### config.mk
export PLATFORM = sky130hd
export DESIGN_NAME = weight_loader
export DESIGN_NICKNAME = d
export VERILOG_FILES = /design/src/rtl/cnn_pkg.sv /design/src/rtl/weight_skew_gen.sv /design/src/rtl/weight_loader.sv
export SDC_FILE = /design/constraint.sdc
export NUM_CORES = 1
export LEC_CHECK = 0
export ABC_CLOCK_PERIOD_IN_PS = 3200
export BUFFER_PORTS_ARGS = -buffer_cell sky130_fd_sc_hd__buf_2
export CAP_MARGIN = 20
export CORE_MARGIN = 4
export CORE_UTILIZATION = 30
export CTS_CLUSTER_DIAMETER = 120
export DETAILED_ROUTE_END_ITERATION = 8
export GPL_TIMING_DRIVEN = 0
export SLEW_MARGIN = 20
export SYNTH_ARGS = -nofsm -noshare
export SYNTH_HDL_FRONTEND = slang
export SYNTH_SLANG_ARGS = --single-unit
### constraint.sdc
create_clock -name clk -period 3.2 [get_ports clk]
set_input_delay 0.48 -clock clk [delete_from_list [all_inputs] [get_ports clk]]
set_output_delay 0.48 -clock clk [all_outputs]
set_load 0.01 [all_outputs]
### src/rtl/cnn_pkg.sv
// Shared types and constants for the CNN weight path.
package cnn_pkg;

    localparam int unsigned AXI_W = 32;

    typedef enum logic [1:0] {
        WL_IDLE,
        WL_LOAD,
        WL_STREAM,
        WL_DONE
    } wl_state_t;

endpackage

### src/rtl/weight_skew_gen.sv
// Stream-phase timer: owns t and the diagonally skewed per-column read enables.
module weight_skew_gen #(
    parameter int unsigned col   = 32,
    parameter int unsigned DEPTH = 16
) (
    input  logic                       clk,
    input  logic                       nrst,
    input  logic                       go,
    input  logic [$clog2(DEPTH+1)-1:0] nw,
    output logic [col-1:0]             out_en,
    output logic                       last
);

    localparam int unsigned TW = $clog2(col + 2 * DEPTH);

    logic [TW-1:0] t;
    logic [31:0]   t_ext;
    logic [31:0]   span;

    assign t_ext = 32'(t);
    assign span  = 32'(nw) << 1;

    // t sits at 0 until go rises, so the first streaming cycle sees t == 0
    always_ff @(posedge clk or negedge nrst) begin
        if (!nrst) begin
            t <= '0;
        end else if (go) begin
            t <= t + TW'(1);
        end else begin
            t <= '0;
        end
    end

    always_comb begin
        out_en = '0;
        last   = 1'b0;
        if (go) begin
            for (int unsigned i = 0; i < col; i++) begin
                out_en[i] = (t_ext >= i) && (t_ext < i + span);
            end
            last = (t_ext == col - 1 + span - 1);
        end
    end

endmodule

### src/rtl/weight_loader.sv
// Write-side controller for the column weight FIFOs: loads AXI-stream beats column by column,
// then replays with skewed read enables. Define WL_LAST_CHECK_EN to enable s_last framing checks.
module weight_loader
    import cnn_pkg::*;
#(
    parameter int unsigned col        = 32,
    parameter int unsigned data_width = 16,
    parameter int unsigned DEPTH      = 16
) (
    input  logic                       clk,
    input  logic                       nrst,
    input  logic                       start,
    input  logic [$clog2(DEPTH+1)-1:0] num_words,
    input  logic                       s_valid,
    output logic                       s_ready,
    input  logic [AXI_W-1:0]           s_data,
    input  logic                       s_last,
    output logic [AXI_W-1:0]           weight_in,
    output logic [col-1:0]             fifo_en,
    output logic [col-1:0]             out_en,
    output logic                       busy,
    output logic                       done,
    output logic                       err
);

    localparam int unsigned NWW = $clog2(DEPTH + 1);
    localparam int unsigned WCW = $clog2(DEPTH);
    localparam int unsigned CIW = $clog2(col);

    wl_state_t      state, state_nx;
    logic [NWW-1:0] nw, nw_clamped;
    logic [WCW-1:0] word_cnt;
    logic [CIW-1:0] col_idx;
    logic           start_ok, beat, last_word, last_col, streaming, stream_last;

    // each beat carries two data_width weights; the split happens in the FIFO array
    logic [data_width-1:0] unused_lo_weight;
    assign unused_lo_weight = weight_in[data_width-1:0];

    assign nw_clamped = (num_words > NWW'(DEPTH)) ? NWW'(DEPTH) : num_words;
    assign start_ok   = (state == WL_IDLE) && start;
    assign s_ready    = (state == WL_LOAD);
    assign beat       = s_valid && s_ready;
    assign last_word  = (32'(word_cnt) == 32'(nw) - 1);
    assign last_col   = (32'(col_idx) == col - 1);
    assign streaming  = (state == WL_STREAM);

    always_ff @(posedge clk or negedge nrst) begin
        if (!nrst) begin
            state <= WL_IDLE;
        end else begin
            state <= state_nx;
        end
    end

    always_comb begin
        state_nx = state;
        busy     = 1'b0;
        done     = 1'b0;
        unique case (state)
            WL_IDLE: begin
                if (start) begin
                    state_nx = (nw_clamped == '0) ? WL_DONE : WL_LOAD;
                end
            end
            WL_LOAD: begin
                busy = 1'b1;
                if (beat && last_word && last_col) begin
                    state_nx = WL_STREAM;
                end
            end
            WL_STREAM: begin
                busy = 1'b1;
                if (stream_last) begin
                    state_nx = WL_DONE;
                end
            end
            WL_DONE: begin
                done     = 1'b1;
                state_nx = WL_IDLE;
            end
            default: state_nx = WL_IDLE;
        endcase
    end

    always_ff @(posedge clk or negedge nrst) begin
        if (!nrst) begin
            nw       <= '0;
            word_cnt <= '0;
            col_idx  <= '0;
        end else if (start_ok) begin
            nw       <= nw_clamped;
            word_cnt <= '0;
            col_idx  <= '0;
        end else if (beat) begin
            if (last_word) begin
                word_cnt <= '0;
                col_idx  <= col_idx + CIW'(1);
            end else begin
                word_cnt <= word_cnt + WCW'(1);
            end
        end
    end

    always_ff @(posedge clk or negedge nrst) begin
        if (!nrst) begin
            fifo_en   <= '0;
            weight_in <= '0;
        end else begin
            fifo_en <= '0;
            if (beat) begin
                fifo_en[col_idx] <= 1'b1;
                weight_in        <= s_data;
            end
        end
    end

`ifdef WL_LAST_CHECK_EN
    always_ff @(posedge clk or negedge nrst) begin
        if (!nrst) begin
            err <= 1'b0;
        end else if (start_ok) begin
            err <= 1'b0;
        end else if (beat && (s_last != (last_word && last_col))) begin
            err <= 1'b1;
        end
    end
`else
    logic unused_last;
    assign unused_last = s_last;
    assign err         = 1'b0;
`endif

    weight_skew_gen #(
        .col   (col),
        .DEPTH (DEPTH)
    ) u_skew (
        .clk    (clk),
        .nrst   (nrst),
        .go     (streaming),
        .nw     (nw),
        .out_en (out_en),
        .last   (stream_last)
    );

endmodule

==> summary.md <==
| Metric | Value |
|---|---|
| CP Class | `reg2out` |
| Placed cell count | `1098` |
| Die X | `148 µm` |
| Vias | `5431` |
| Die ar. | `0.0220 mm²` |
| DRC viols | `0` |
| Reg-to-reg critical path startpoint | `nw[1]` |
| Number of synthesized flops with an enable pin | `0` |
| Fmax | `0.320 GHz` |
| Post-place setup slack | `-0.406 ns` |
| Yosys cell types | `56` |
| Gr ovfl total | `0` |
| Area delta synth->final | `30.3%` |
| Cell Area, Placed | `0.00698 mm²` |
| Post-Syn Area per Cell | `8.54 µm²` |
| IO Count | `142` |
| CTS clk-pin slew, worst paths | `0.07 ns` |
| Critical path data arrival time | `2.65 ns` |
| Die Ht | `148 µm` |
| Fill cells | `1958` |
| First-pass DRT Iterations | `5` |
| Crit path required time | `2.72 ns` |
| Setup Viol. Count Final | `0` |
| PwrDens | `812 mW/mm²` |
| # nets final | `983` |
| Non-Filler Instances | `1134` |
| CP Launch Type | `flip-flop` |
| RSZ-0062 raised after global routing | `true` |
| Ys async rst share | `100%` |
| Final ANT Viol Nets | `0` |
| Tmin final | `3.13 ns` |
| Syn_nets | `813` |
| Period utilization | `97.7%` |
| Final Hold Slack | `0.318 ns` |
| Final WS setup | `0.0735 ns` |
| GRT Util Overall | `15.5%` |
| Leakage Power | `4.03 nW` |
| Site row count | `51` |
| Cell count after synthesis | `693` |
| Cell area after layout | `0.00771 mm²` |
| Clock Latency Late Sink | `0.34 ns` |
| Cell with the most instances after synthesis | `nand2_1` |
| Crit path from | `nw[3]` |
| Routed WL per cell | `15.5 µm` |
| Initial drt markers | `282` |
| H-tree Lvls | `3` |
| First-pass GRT wire length | `27.6 mm` |
| Worst-path maximum fanout | `11` |
| TritonCTS buffer count | `9` |
| Core footprint | `0.0195 mm²` |
| Slew HR | `54.4%` |
| CTS tree | `done` |
| Ys Warns | `0` |
| Clock tree buffer depth | `2` |
| CTS Sinks | `86` |
| FF+latch count, synth | `86` |
| Worst Min Path Start | `s_data[25]` |
| Crit end category | `primary output` |
| Final Max Slew Viols | `0` |
| Quantity of I/O buffers inserted on ports | `139` |
| Status | `complete, no violations` |
| Max Cap Viol | `0` |
| HP Class | `in2reg` |
| Largest net degree at the start of global routing | `80` |
| Post-synth top cells | `127 x nand2_1, 86 x dfrtp_1, 78 x ha_1` |
| Fin. Hold Viols | `0` |
| Drt total wl | `17.5 mm` |
| Post-synth top flop | `dfrtp_1` |
| Clk root buf | `clkbuf_16` |
| Area contributors post-synth | `dfrtp_1 36%, ha_1 16%, nand2_1 8.1%` |
| Hpwl dp | `13.2 mm` |
| Layout cells sized above 1 | `27.1%` |
| Post-synthesis sequential area ratio | `36.4%` |
| Vias in the first global route | `5182` |
| Worst IR Drop VDD | `315 µV` |
| Final GP Congestion | `0.860` |
| Tightest Pin Transition | `0.680 ns` |
| Synth Cell Area | `0.00592 mm²` |
| Via density | `4.79` |
| Initial antenna violation count | `1` |
| Clock Skew | `0.00882 ns` |
| Area leader, netlist | `dfrtp_1` |
| Top cell type's share of synthesized area | `36.4%` |
| Initial core utilization | `30.4%` |
==> where the power goes <==
group          total [mW]  switching, mW  leakage [nW]  internal (mW)
combinational        3.66           2.15          2.74           1.51
clock                1.11          0.483         0.151          0.624
sequential           1.50          0.157          1.13           1.34
total                6.26           2.79          4.03           3.47
==> registers in the layout, indices dropped and copies added, names as in the netlist <==
| register | cells |
|---|---|
| col_idx | 5 |
| u_skew.t | 6 |
| weight_in | 32 |
| state | 2 |
| nw | 5 |
| word_cnt | 4 |
| fifo_en | 32 |
==> through the flow <==
stage / utilization [%] / setup TNS [ns] / total power, mW
2_1_floorplan: - / 0 / 3.71
4_1_cts: 38.5 / -0.0518 / 6.03
3_3_place_gp: 35.7 / -0.988 / 4.60
3_5_place_dp: 35.9 / -1.41 / 4.67
5_1_grt: 39.6 / -0.221 / 6.77
6_report: 39.6 / 0 / 6.26
==> per-layer routing <==
layer / wire length [µm] / track usage (%) / vias to the layer above
li1: - / - / 2712
met5: 7 / 0 / -
met3: 1080 / 3.29 / 26
met2: 8340 / 24.6 / 144
met4: 361 / 4.62 / 2
met1: 7760 / 21.1 / 2547
==> logic make-up after synthesis <==
logic type / synth area share [%]
xor gates and xnor gates: 4.86
muxes: 0.169
buffers and inverters: 5.18
adders and majority gates: 16.5
and+or+nand+nor: 21.0
DFF: 36.4
other: 0.0634
AOI/OAI and AO/OA: 15.8
==> final cells by class <==
| class | count | area [µm²] | share of cell area (%) |
|---|---|---|---|
| inverter | 43 | 188 | 2.43 |
| buffer | 28 | 151 | 1.96 |
| tap | 265 | 332 | 4.30 |
| multi-input combinational | 533 | 3650 | 47.4 |
| sequential | 86 | 2160 | 28.0 |
| clock inverter | 7 | 91.3 | 1.18 |
| antenna | 1 | 2.50 | 0.0325 |
| timing repair buffer | 162 | 905 | 11.7 |
| clock buffer | 9 | 225 | 2.92 |
==> repair_timing <==
item | 4_1_cts | 5_1_grt
setup endpoints to repair | 29 | 24
endpoints found under the hold margin | 7 | 0
pin swaps | 3 | 14
setup buffers | 12 | 9
hold buffers | 1 | 0
resized for setup | 27 | 37
==> worst max-delay path, stage by stage (launching register included) <==
cell	delay [ns]
dfrtp_2	0.38
buf_8	0.16
clkinv_8	0.11
ha_1	0.25
a21oi_1	0.20
xnor2_1	0.15
ha_1	0.27
a21o_1	0.21
a2111oi_4	0.37
buf_2	0.19
==> final timing paths <==
kind                                  to  slack (ns)  depth (start not counted)
max                           out_en[19]        0.07                          9
min                        weight_in[25]        0.32                          3
max reg2reg                     state[1]        0.49                         11
min reg2reg                weight_in[29]        0.47                          2
max in group asynchronous     fifo_en[0]        2.08                          3
min in group asynchronous    u_skew.t[0]        0.51                          2
==> cell usage in the layout, fill, tap and decap left out, types with 3 or more instances in the layout <==
master,netlist,final
a221oi_2,0,6
nor3_1,14,12
a211oi_1,4,3
o21ai_0,28,23
nand3b_1,7,7
xnor2_1,24,21
buf_8,0,3
nand2_1,127,126
dfrtp_2,0,7
o21bai_1,7,7
a21oi_2,1,5
nand2b_1,5,5
ha_2,0,3
a221oi_1,12,6
buf_4,3,21
a31oi_1,5,5
nand3_1,12,12
dfrtp_1,86,79
buf_2,2,139
ha_1,78,71
o31ai_1,4,4
ha_4,0,4
o21ai_1,2,6
nor2_1,61,61
buf_6,2,3
nand4_1,6,6
clkbuf_16,0,9
clkinvlp_4,0,4
nor2b_1,11,11
a21oi_1,53,49
o211ai_1,3,3
xnor2_2,1,4
inv_1,41,36
and2_1,5,5
xor2_1,7,6
and3_1,10,10
a21o_1,16,16
clkbuf_1,24,21
Power figures use the tool's default switching activity.
